$ cat config.mk
export PLATFORM = sky130hd
export DESIGN_NAME = cv32e40p_apu_responder
export DESIGN_NICKNAME = d
export VERILOG_FILES = /design/src/rtl/cv32e40p_apu_responder.sv
export SDC_FILE = /design/constraint.sdc
export NUM_CORES = 2
export LEC_CHECK = 0
export BUFFER_PORTS_ARGS = -buffer_cell sky130_fd_sc_hd__buf_2
export CAP_MARGIN = 20
export CORE_UTILIZATION = 59
export DETAILED_ROUTE_END_ITERATION = 12
export MAX_ROUTING_LAYER = met4
export PLACE_DENSITY = 0.8
export SYNTH_ARGS = -nofsm -noshare
export SYNTH_HDL_FRONTEND = slang
export SYNTH_SLANG_ARGS = --single-unit
$ cat constraint.sdc
create_clock -name clk -period 3.5 [get_ports clk]
set_clock_uncertainty 0.15 [all_clocks]
set_input_delay 0 -clock clk [delete_from_list [all_inputs] [get_ports clk]]
set_output_delay 0 -clock clk [all_outputs]
set_load 0.005 [all_outputs]
$ cat src/rtl/cv32e40p_apu_responder.sv
// Local APU responder for the core's shared-APU request interface.
// Runs ADD/SUB/MUL/MAC on a fixed-latency pipeline and DIVU/REMU on an
// iterative restoring divider (one quotient bit per cycle). Results return
// in grant order through a single registered output stage.
// Ports:
//   clk, rst_n          clock, asynchronous active-low reset
//   apu_req_i/apu_gnt_o request handshake (gnt is combinational)
//   apu_operands_i      operands a=[0], b=[1], c=[2]
//   apu_op_i            opcode (0 ADD,1 SUB,2 MUL,3 MAC,4 DIVU,5 REMU)
//   apu_flags_i         bit0 = saturate for ADD/SUB
//   apu_rvalid_o        one-cycle result strobe
//   apu_result_o        result, zero when apu_rvalid_o is low
//   apu_flags_o         {invalid, div0, saturated, overflow, zero}
//   busy_o              any operation in flight
module cv32e40p_apu_responder #(
   parameter int unsigned LATENCY          = 2,
   parameter int unsigned APU_NARGS_CPU    = 3,
   parameter int unsigned APU_WOP_CPU      = 6,
   parameter int unsigned APU_NDSFLAGS_CPU = 15,
   parameter int unsigned APU_NUSFLAGS_CPU = 5
) (
   input  logic                        clk,
   input  logic                        rst_n,
   input  logic                        apu_req_i,
   output logic                        apu_gnt_o,
   input  logic [31:0]                 apu_operands_i [APU_NARGS_CPU],
   input  logic [APU_WOP_CPU-1:0]      apu_op_i,
   input  logic [APU_NDSFLAGS_CPU-1:0] apu_flags_i,
   output logic                        apu_rvalid_o,
   output logic [31:0]                 apu_result_o,
   output logic [APU_NUSFLAGS_CPU-1:0] apu_flags_o,
   output logic                        busy_o
);

   localparam int unsigned DW   = 32;
   localparam int unsigned FW   = 5;
   localparam int unsigned LAST = LATENCY - 1;

   localparam logic [APU_WOP_CPU-1:0] OP_ADD  = APU_WOP_CPU'(0);
   localparam logic [APU_WOP_CPU-1:0] OP_SUB  = APU_WOP_CPU'(1);
   localparam logic [APU_WOP_CPU-1:0] OP_MUL  = APU_WOP_CPU'(2);
   localparam logic [APU_WOP_CPU-1:0] OP_MAC  = APU_WOP_CPU'(3);
   localparam logic [APU_WOP_CPU-1:0] OP_DIVU = APU_WOP_CPU'(4);
   localparam logic [APU_WOP_CPU-1:0] OP_REMU = APU_WOP_CPU'(5);

   typedef enum logic [1:0] {S_IDLE, S_DIV, S_DONE} state_e;

   state_e          state;
   logic [4:0]      count_q;
   logic [DW-1:0]   quo_q;
   logic [DW-1:0]   dsor_q;
   logic [DW:0]     rem_q;
   logic            op_rem_q;
   logic            dz_q;

   logic [LATENCY-1:0] stg_vld;
   logic [DW-1:0]      stg_res [LATENCY];
   logic [FW-1:0]      stg_flg [LATENCY];
   logic               out_pipe_q;

   logic [LATENCY-1:0] sin_v;
   logic [DW-1:0]      sin_res [LATENCY];
   logic [FW-1:0]      sin_flg [LATENCY];
   logic               pipe_into_last;

   logic [DW-1:0] op_a, op_b, op_c, sum, dif, prod;
   logic [DW-1:0] calc_res;
   logic [FW-1:0] calc_flg;
   logic          ovf;
   logic          is_div_op, drain, pipe_go, div_go;
   logic [DW:0]   rem_sh;
   logic          div_ge;
   logic [DW-1:0] div_res;
   logic [FW-1:0] div_flg;
   logic          unused_bits;

   assign op_a = apu_operands_i[0];
   assign op_b = apu_operands_i[1];
   assign op_c = apu_operands_i[2];
   assign unused_bits = ^{apu_flags_i[APU_NDSFLAGS_CPU-1:1], rem_q[DW]};

   // Pipelined-path result and flags, evaluated in the grant cycle
   always_comb begin
      sum      = op_a + op_b;
      dif      = op_a - op_b;
      prod     = op_a * op_b;
      calc_res = '0;
      calc_flg = '0;
      ovf      = 1'b0;
      case (apu_op_i)
         OP_ADD: begin
            calc_res = sum;
            ovf      = (op_a[DW-1] == op_b[DW-1]) && (sum[DW-1] != op_a[DW-1]);
         end
         OP_SUB: begin
            calc_res = dif;
            ovf      = (op_a[DW-1] != op_b[DW-1]) && (dif[DW-1] != op_a[DW-1]);
         end
         OP_MUL:  calc_res = prod;
         OP_MAC:  calc_res = prod + op_c;
         OP_DIVU, OP_REMU: calc_res = '0;
         default: calc_flg[4] = 1'b1;
      endcase
      calc_flg[1] = ovf;
      // Overflow direction follows the sign of a in both ADD and SUB
      if (ovf && apu_flags_i[0]) begin
         calc_flg[2] = 1'b1;
         calc_res    = op_a[DW-1] ? 32'h8000_0000 : 32'h7FFF_FFFF;
      end
      calc_flg[0] = (calc_res == '0);
   end

   // Pipeline holds a result of its own (a divider result in the last stage does not count)
   always_comb begin
      drain = out_pipe_q;
      for (int unsigned i = 0; i < LAST; i++) drain = drain | stg_vld[i];
   end

   // Grant: divider must be idle and the pipeline empty before a divide is accepted
   always_comb begin
      is_div_op = (apu_op_i == OP_DIVU) || (apu_op_i == OP_REMU);
      apu_gnt_o = apu_req_i;
      if (state == S_DIV) apu_gnt_o = 1'b0;
      else if (is_div_op && (drain || state == S_DONE)) apu_gnt_o = 1'b0;
      // With a single stage a DONE-cycle grant would land on the divider's output edge
      else if (state == S_DONE && LATENCY == 1) apu_gnt_o = 1'b0;
      pipe_go = apu_gnt_o && !is_div_op;
      div_go  = apu_gnt_o && is_div_op;
   end

   // Divider datapath helpers
   always_comb begin
      rem_sh  = {rem_q[DW-1:0], quo_q[DW-1]};
      div_ge  = (rem_sh >= {1'b0, dsor_q});
      div_res = op_rem_q ? rem_q[DW-1:0] : quo_q;
      div_flg = {1'b0, dz_q, 2'b00, (div_res == '0)};
   end

   // Divider FSM: IDLE -> DIV (32 iterations) -> DONE, or IDLE -> DONE on b == 0
   always_ff @(posedge clk or negedge rst_n) begin
      if (!rst_n) begin
         state    <= S_IDLE;
         count_q  <= '0;
         quo_q    <= '0;
         dsor_q   <= '0;
         rem_q    <= '0;
         op_rem_q <= 1'b0;
         dz_q     <= 1'b0;
      end else begin
         case (state)
            S_IDLE: begin
               if (div_go) begin
                  op_rem_q <= (apu_op_i == OP_REMU);
                  dsor_q   <= op_b;
                  count_q  <= 5'd31;
                  if (op_b == '0) begin
                     // Preload the divide-by-zero answers so DONE needs no special case
                     dz_q  <= 1'b1;
                     quo_q <= '1;
                     rem_q <= {1'b0, op_a};
                     state <= S_DONE;
                  end else begin
                     dz_q  <= 1'b0;
                     quo_q <= op_a;
                     rem_q <= '0;
                     state <= S_DIV;
                  end
               end
            end
            S_DIV: begin
               quo_q   <= {quo_q[DW-2:0], div_ge};
               rem_q   <= div_ge ? (rem_sh - {1'b0, dsor_q}) : rem_sh;
               count_q <= count_q - 5'd1;
               if (count_q == 5'd0) state <= S_DONE;
            end
            S_DONE:  state <= S_IDLE;
            default: state <= S_IDLE;
         endcase
      end
   end

   // Stage inputs; the last stage doubles as the output register shared with the divider
   always_comb begin
      sin_v = '0;
      for (int unsigned i = 0; i < LATENCY; i++) begin
         sin_res[i] = '0;
         sin_flg[i] = '0;
      end
      sin_v[0]   = pipe_go;
      sin_res[0] = calc_res;
      sin_flg[0] = calc_flg;
      for (int unsigned i = 1; i < LATENCY; i++) begin
         sin_v[i]   = stg_vld[i-1];
         sin_res[i] = stg_res[i-1];
         sin_flg[i] = stg_flg[i-1];
      end
      pipe_into_last = sin_v[LAST];
      if (state == S_DONE) begin
         sin_v[LAST]   = 1'b1;
         sin_res[LAST] = div_res;
         sin_flg[LAST] = div_flg;
      end
   end

   // Stage registers; data is zeroed when its valid is low
   always_ff @(posedge clk or negedge rst_n) begin
      if (!rst_n) begin
         stg_vld    <= '0;
         out_pipe_q <= 1'b0;
         for (int unsigned i = 0; i < LATENCY; i++) begin
            stg_res[i] <= '0;
            stg_flg[i] <= '0;
         end
      end else begin
         stg_vld    <= sin_v;
         out_pipe_q <= pipe_into_last;
         for (int unsigned i = 0; i < LATENCY; i++) begin
            stg_res[i] <= sin_v[i] ? sin_res[i] : '0;
            stg_flg[i] <= sin_v[i] ? sin_flg[i] : '0;
         end
      end
   end

   assign apu_rvalid_o = stg_vld[LAST];
   assign apu_result_o = stg_res[LAST];
   assign apu_flags_o  = APU_NUSFLAGS_CPU'(stg_flg[LAST]);
   assign busy_o       = drain || (state != S_IDLE);

   // Pipeline and divider must never complete into the output stage together
   a_one_source: assert property (@(posedge clk) disable iff (!rst_n)
      !(pipe_into_last && state == S_DONE));

endmodule

# Word level (Yosys, flattened, before mapping)

Cells that the tools add are included.

Multiplexer cells: 30
Eq/ne operators: 13
Bitwise logic cells: 1
Reduce and logical (&&, ||, !) cells: 22
$add $sub $neg: 5
Shifts and indexed selects: 0
Order comparisons: 1
Div/mod/pow operators: 0
$mul: 1

Operators by type and width:

| operator            | number |
|---|---|
| $mux 32             | 11 |
| $pmux 32 s2         | 2 |
| $pmux 32 s4         | 1 |
| $logic_not 32->1    | 3 |
| $add 32x32->32      | 2 |
| $sub 32x32->32      | 2 |
| $ge 33x32->1        | 1 |
| $mul 32x32->32      | 1 |
| $mux 5              | 4 |
| $eq 6x2->1 const B  | 2 |
| $eq 6x3->1 const B  | 2 |
| $pmux 5 s2          | 1 |
| $eq 6x1->1 const B  | 1 |
| $logic_and 1x1->1   | 6 |
| $logic_not 6->1     | 1 |
| $mux 1              | 6 |
| $mux 2              | 3 |
| $reduce_and 2->1    | 3 |
| $reduce_or 6->1     | 1 |
| $logic_not 5->1     | 1 |
| $sub 5x1->5 const B | 1 |
| $pmux 2 s2          | 1 |
| $reduce_bool 2->1   | 2 |
| $logic_or 1x1->1    | 3 |
| 10 further kinds    | 12 |

Word-level logic and storage cells: 86
Latch bits: 0
Input port bits: 120
Memories kept: 0
Memory bits (read-only): 0
Memory bits (writable): 0
Output and inout port bits: 40
Flip-flop bits (word level): 182

# Depth between registers and ports, before layout

Depth in word-level cells: 8
Gate-level depth with buffers: 40
Depth with buffers taken out: 38

# Worst setup path before layout

Ideal clock, no wire load.

Path type: input port to flip-flop
Start point: input apu_operands_i[34] (netlist name)
End point: register stg_flg[5] (netlist name)
Arrival time: 8.102 ns
Required time: 3.282 ns
Library setup time: 0.068 ns
Setup slack: -4.820 ns
Buffers on the path: 3
Stages on the path: 34
Cells stage by stage: clkbuf_1 > clkbuf_1 > nand2_1 > fa_1 > fa_1 > fa_1 > fa_1 > inv_1 > ha_1 > ha_1 > inv_1 > fa_1 > fa_1 > inv_1 > ha_1 > o21ai_0 > o31a_1 > o21ai_0 > xor2_1 > ha_1 > clkbuf_1 > a211o_1 > a311oi_1 > a21bo_2 > nand2_1 > o22a_1 > nor2_1 > nor4_1 > nand4_1 > or4_1 > nor4_1 > a31oi_1 > nor4_2 > and4_1

Cells in the longest elaborated chain, start to end: 8
Elaborated cells between the ends (all ways): 14
Those cells by class: add/sub: 3; mul: 1; eq/ne: 2; mux: 4; reduce/logical: 4

Ends and longest elaborated chain:

| element                                                                | RTL line | text |
|---|---|---|
| start: declaration                                                     | 26       | `input logic [31:0] apu_operands_i [APU_NARGS_CPU],` |
| parallel branches: the longest is 5 deep, another holds $mul 32x32->32 | -        |  |
| $mux 32 (*)                                                            | 106      | `if (ovf && apu_flags_i[0]) begin` |
| $logic_not 32->1 (*)                                                   | 110      | `calc_flg[0] = (calc_res == '0);` |
| $mux 5 (*)                                                             | 219      | `stg_flg[i] <= sin_v[i] ? sin_flg[i] : '0;` |
| end signal: indexed assignment                                         | 219      |  |
| end: declaration                                                       | 58       | `logic [FW-1:0] stg_flg [LATENCY];` |

Every way passes the cells marked *.
A chain may end at the register's enable or synchronous reset.

# Final worst setup path

Start point: input apu_operands_i[36] (netlist name)
End point: register stg_flg[5] (netlist name)

Same word-level chain as after synthesis.

==> impl_results.md <==
* Status: complete, but fails checks
* Violated checks: setup timing
* DRC viols at 0
* Synth Instances at 3,648
* Final worst slack at -4.75 ns
* Routed len/inst at between 20 and 25 µm
* Required @ worst endpoint at 3.75 ns
* RSZ-0062 raised after global routing: true
* Place WS at -5.23 ns
* Pre-Repair DR Iteration Count at 8
* Routed Antenna Nets at 0
* Main synth FF type: dfrtp_1
* Clock Pin Slew Worst Setup and Hold Paths at roughly 0.080 ns
* CP Buf/Inv Count at 9
* Area growth syn-to-layout at 33.2%
* Global-route usage over all layers at 0.463
* Iteration-0 DRC Markers at around 4,200
* Worst Tran Pin Value at about 0.98 ns
* Placed wire-length estimate at around 93 mm
* Crit end category: flop
* Routed vias at around 32,000
* Part of the cycle the worst path needs at 2.36
* Simple-gate area share of the yosys netlist at 0.180
* CP max FO at 6
* Grt total ovfl at 0
* Starting Density at 0.601
* Finished Core Util at 0.801
* Largest net degree at the start of global routing at between 90 and 100
* Leading cell type in the layout, fill and taps excluded: buf_4
* CP Launch Type: input port
* Global-route wire length before repair at approximately 180 mm
* Largest stage delay, worst path at roughly 0.53 ns
* Cell row count at 83
* Vias in the first global route at 31,463
* Die Area at ~54,000 µm²
* Final Hold Fails at 0
* Slew Viols, Final at 0
* CTS max path bufs at 2
* CTS Buf Count at 17
* CTS Root Cell: clkbuf_16
* CTS Sinks at approximately 180
* CTS tree: built
* Proportion of layout cells with a drive suffix above 1 at 0.310
* Gp weighted congestion at 1.05
* Post-synth EDFFs at 0
* I/O pin count at 160
* Seq cells post-synth at about 180
* Worst-Skew Late Latency at about 0.46 ns
* Final Setup Violations at 66
* Kind of critical path: input port to flop
* Die height at between 200 and 250 µm
* Fmax at between 0.1 and 0.15 GHz
* Slowest CP cell: fa_1
* Largest family of logic cells by synthesized area: adder cells
* Xor and xnor area share after synthesis at 0.0443
* Complex-gate fraction of the synthesized area at 0.145
* Max Cap Viol at 0
* Via density at around 6.3
* Final-stage net count at between 5,000 and 6,000
* Mux cell area share after synthesis at 0.0239
* Netlist cell types at 88
* WL final at approximately 120 mm
* Netlist area before placement at just over 30,000 µm²
* H-tree levels at 4
* Adder-Cell Fraction of Synth Area at 0.367
* Area of the core at 51,600 µm²
* Syn_nets at roughly 4,400
* Buffers on Ports at roughly 150
* Sequential-to-total area share from yosys stat at 0.146
* Top delay family on crit path: adder cells
* WP data arrival at between 8 and 9 ns
* Fin crit period at 8.25 ns
* Antenna violations before repair at 7
* Synth warnings at 0
* Most frequent cells in the layout: buf_4, inv_1, nand2_1
* Most used cell, CP: fa_1
* Post-synthesis average cell area at between 8 and 9 µm²
* Async S/R FF share, synth at 1.00
* Worst hold path type: input port to flop
* Slew Limit Headroom at 0.349
* Horiz. Die Dim at roughly 230 µm
==> worst register-to-register path, delay by kind of cell (launching register included) <==
family / cells / cell delay, ns
flip-flops: 1 / 0.39
adder cells (fa/ha/maj): 1 / 0.24
buffers and inverters: 4 / 0.63
AND/OR/NAND/NOR: 2 / 0.28
AO/OA/AOI/OAI: 10 / 1.89
==> area by class of cell <==
type,count,area (µm²)
multi-input cells,2766,26200
well taps,680,851
clock inverters,15,179
clock buffers,17,425
diodes,6,15.0
inverters,448,1690
flip-flops and latches,181,4530
repair buffers,935,7420
fillers,3182,10300
==> metal layers <==
layer	routed length, µm	GRT usage	part of all wire
met1	45300	0.594	0.37
met2	53300	0.674	0.43
met3	16200	0.120	0.13
met4	8650	0.236	0.070
met5	0	-	0
==> path summary, 6_finish.rpt <==
check                      slack [ns]                          to  cells past startpoint                   start
hold reg to reg                  0.35  apu_result_o[29]$_DFF_PN0_                      2   stg_res[61]$_DFF_PN0_
setup reg to reg                -0.23        rem_q[5]$_DFFE_PN0P_                     17  dsor_q[10]$_DFFE_PN0P_
max in group asynchronous        2.13       rem_q[13]$_DFFE_PN0P_                      3                   rst_n
setup / recovery                -4.75        stg_flg[5]$_DFF_PN0_                     37      apu_operands_i[36]
hold / removal                  0.004       stg_res[63]$_DFF_PN0_                      6      apu_operands_i[31]
min in group asynchronous        0.03      dsor_q[25]$_DFFE_PN0P_                      2                   rst_n
==> sequential cells by signal, summed over array words and instances, names as in the netlist, 2 cells and up <==
| signal | flops |
|---|---|
| dsor_q | 32 |
| stg_vld | 2 |
| quo_q | 32 |
| stg_flg | 4 |
| rem_q | 32 |
| apu_flags_o | 5 |
| state | 2 |
| stg_res | 32 |
| apu_result_o | 32 |
| count_q | 5 |
==> stage by stage <==
stage                     instance area [µm²]  hold slack [ns]  setup TNS [ns]  instances
after global routing                    41300           0.0163         -112.63       5047
after CTS                               39700          0.00873          -96.48       4998
final                                   41300          0.00358         -104.71       5048
after global placement                  37200          0.00135         -128.49       4899
after floorplan                         32000           -0.446          -86.13       3648
after detailed placement                37200           0.0134         -132.65       4899
==> cells in the mapped netlist, types with 14 or more instances <==
library cell	count	share of area
a211oi_1	50	0.012
a21o_1	44	0.011
a21oi_1	177	0.029
a31oi_1	47	0.0095
and2_1	229	0.046
and3_1	24	0.0048
buf_4	37	0.0089
clkbuf_1	185	0.022
dfrtp_1	181	0.15
fa_1	412	0.27
ha_1	250	0.10
inv_1	445	0.054
mux2i_1	73	0.024
nand2_1	436	0.053
nand2b_1	21	0.0042
nand3_1	91	0.015
nand4_1	26	0.0052
nor2_1	198	0.024
nor2b_1	21	0.0042
nor3_1	48	0.0077
nor4_1	25	0.0050
o211ai_1	17	0.0041
o21a_1	24	0.0058
o21ai_0	204	0.033
o21bai_1	14	0.0034
xnor2_1	115	0.032
xor2_1	42	0.012
==> timing repair <==
item,CTS,global route
cloned,0,3
endpoints found under the setup margin,66,66
hold buffers,33,0
endpoints found under the hold margin,129,0
pin swaps,132,160
resized for setup,272,267
buffers inserted,41,60
==> logic make-up (layout without fill, tap and decap cells) <==
group / count (synthesis) / after routing
buffers and inverters: 701 / 1415
flip-flops: 181 / 181
other: 0 / 6
AO/OA/AOI/OAI: 708 / 708
multiplexers: 74 / 74
adder cells (fa/ha/maj): 662 / 662
XOR/XNOR: 157 / 157
AND/OR/NAND/NOR: 1165 / 1165
Power is not shown: default switching activity piles up to over one toggle a cycle in this logic, so the estimate is an artifact.
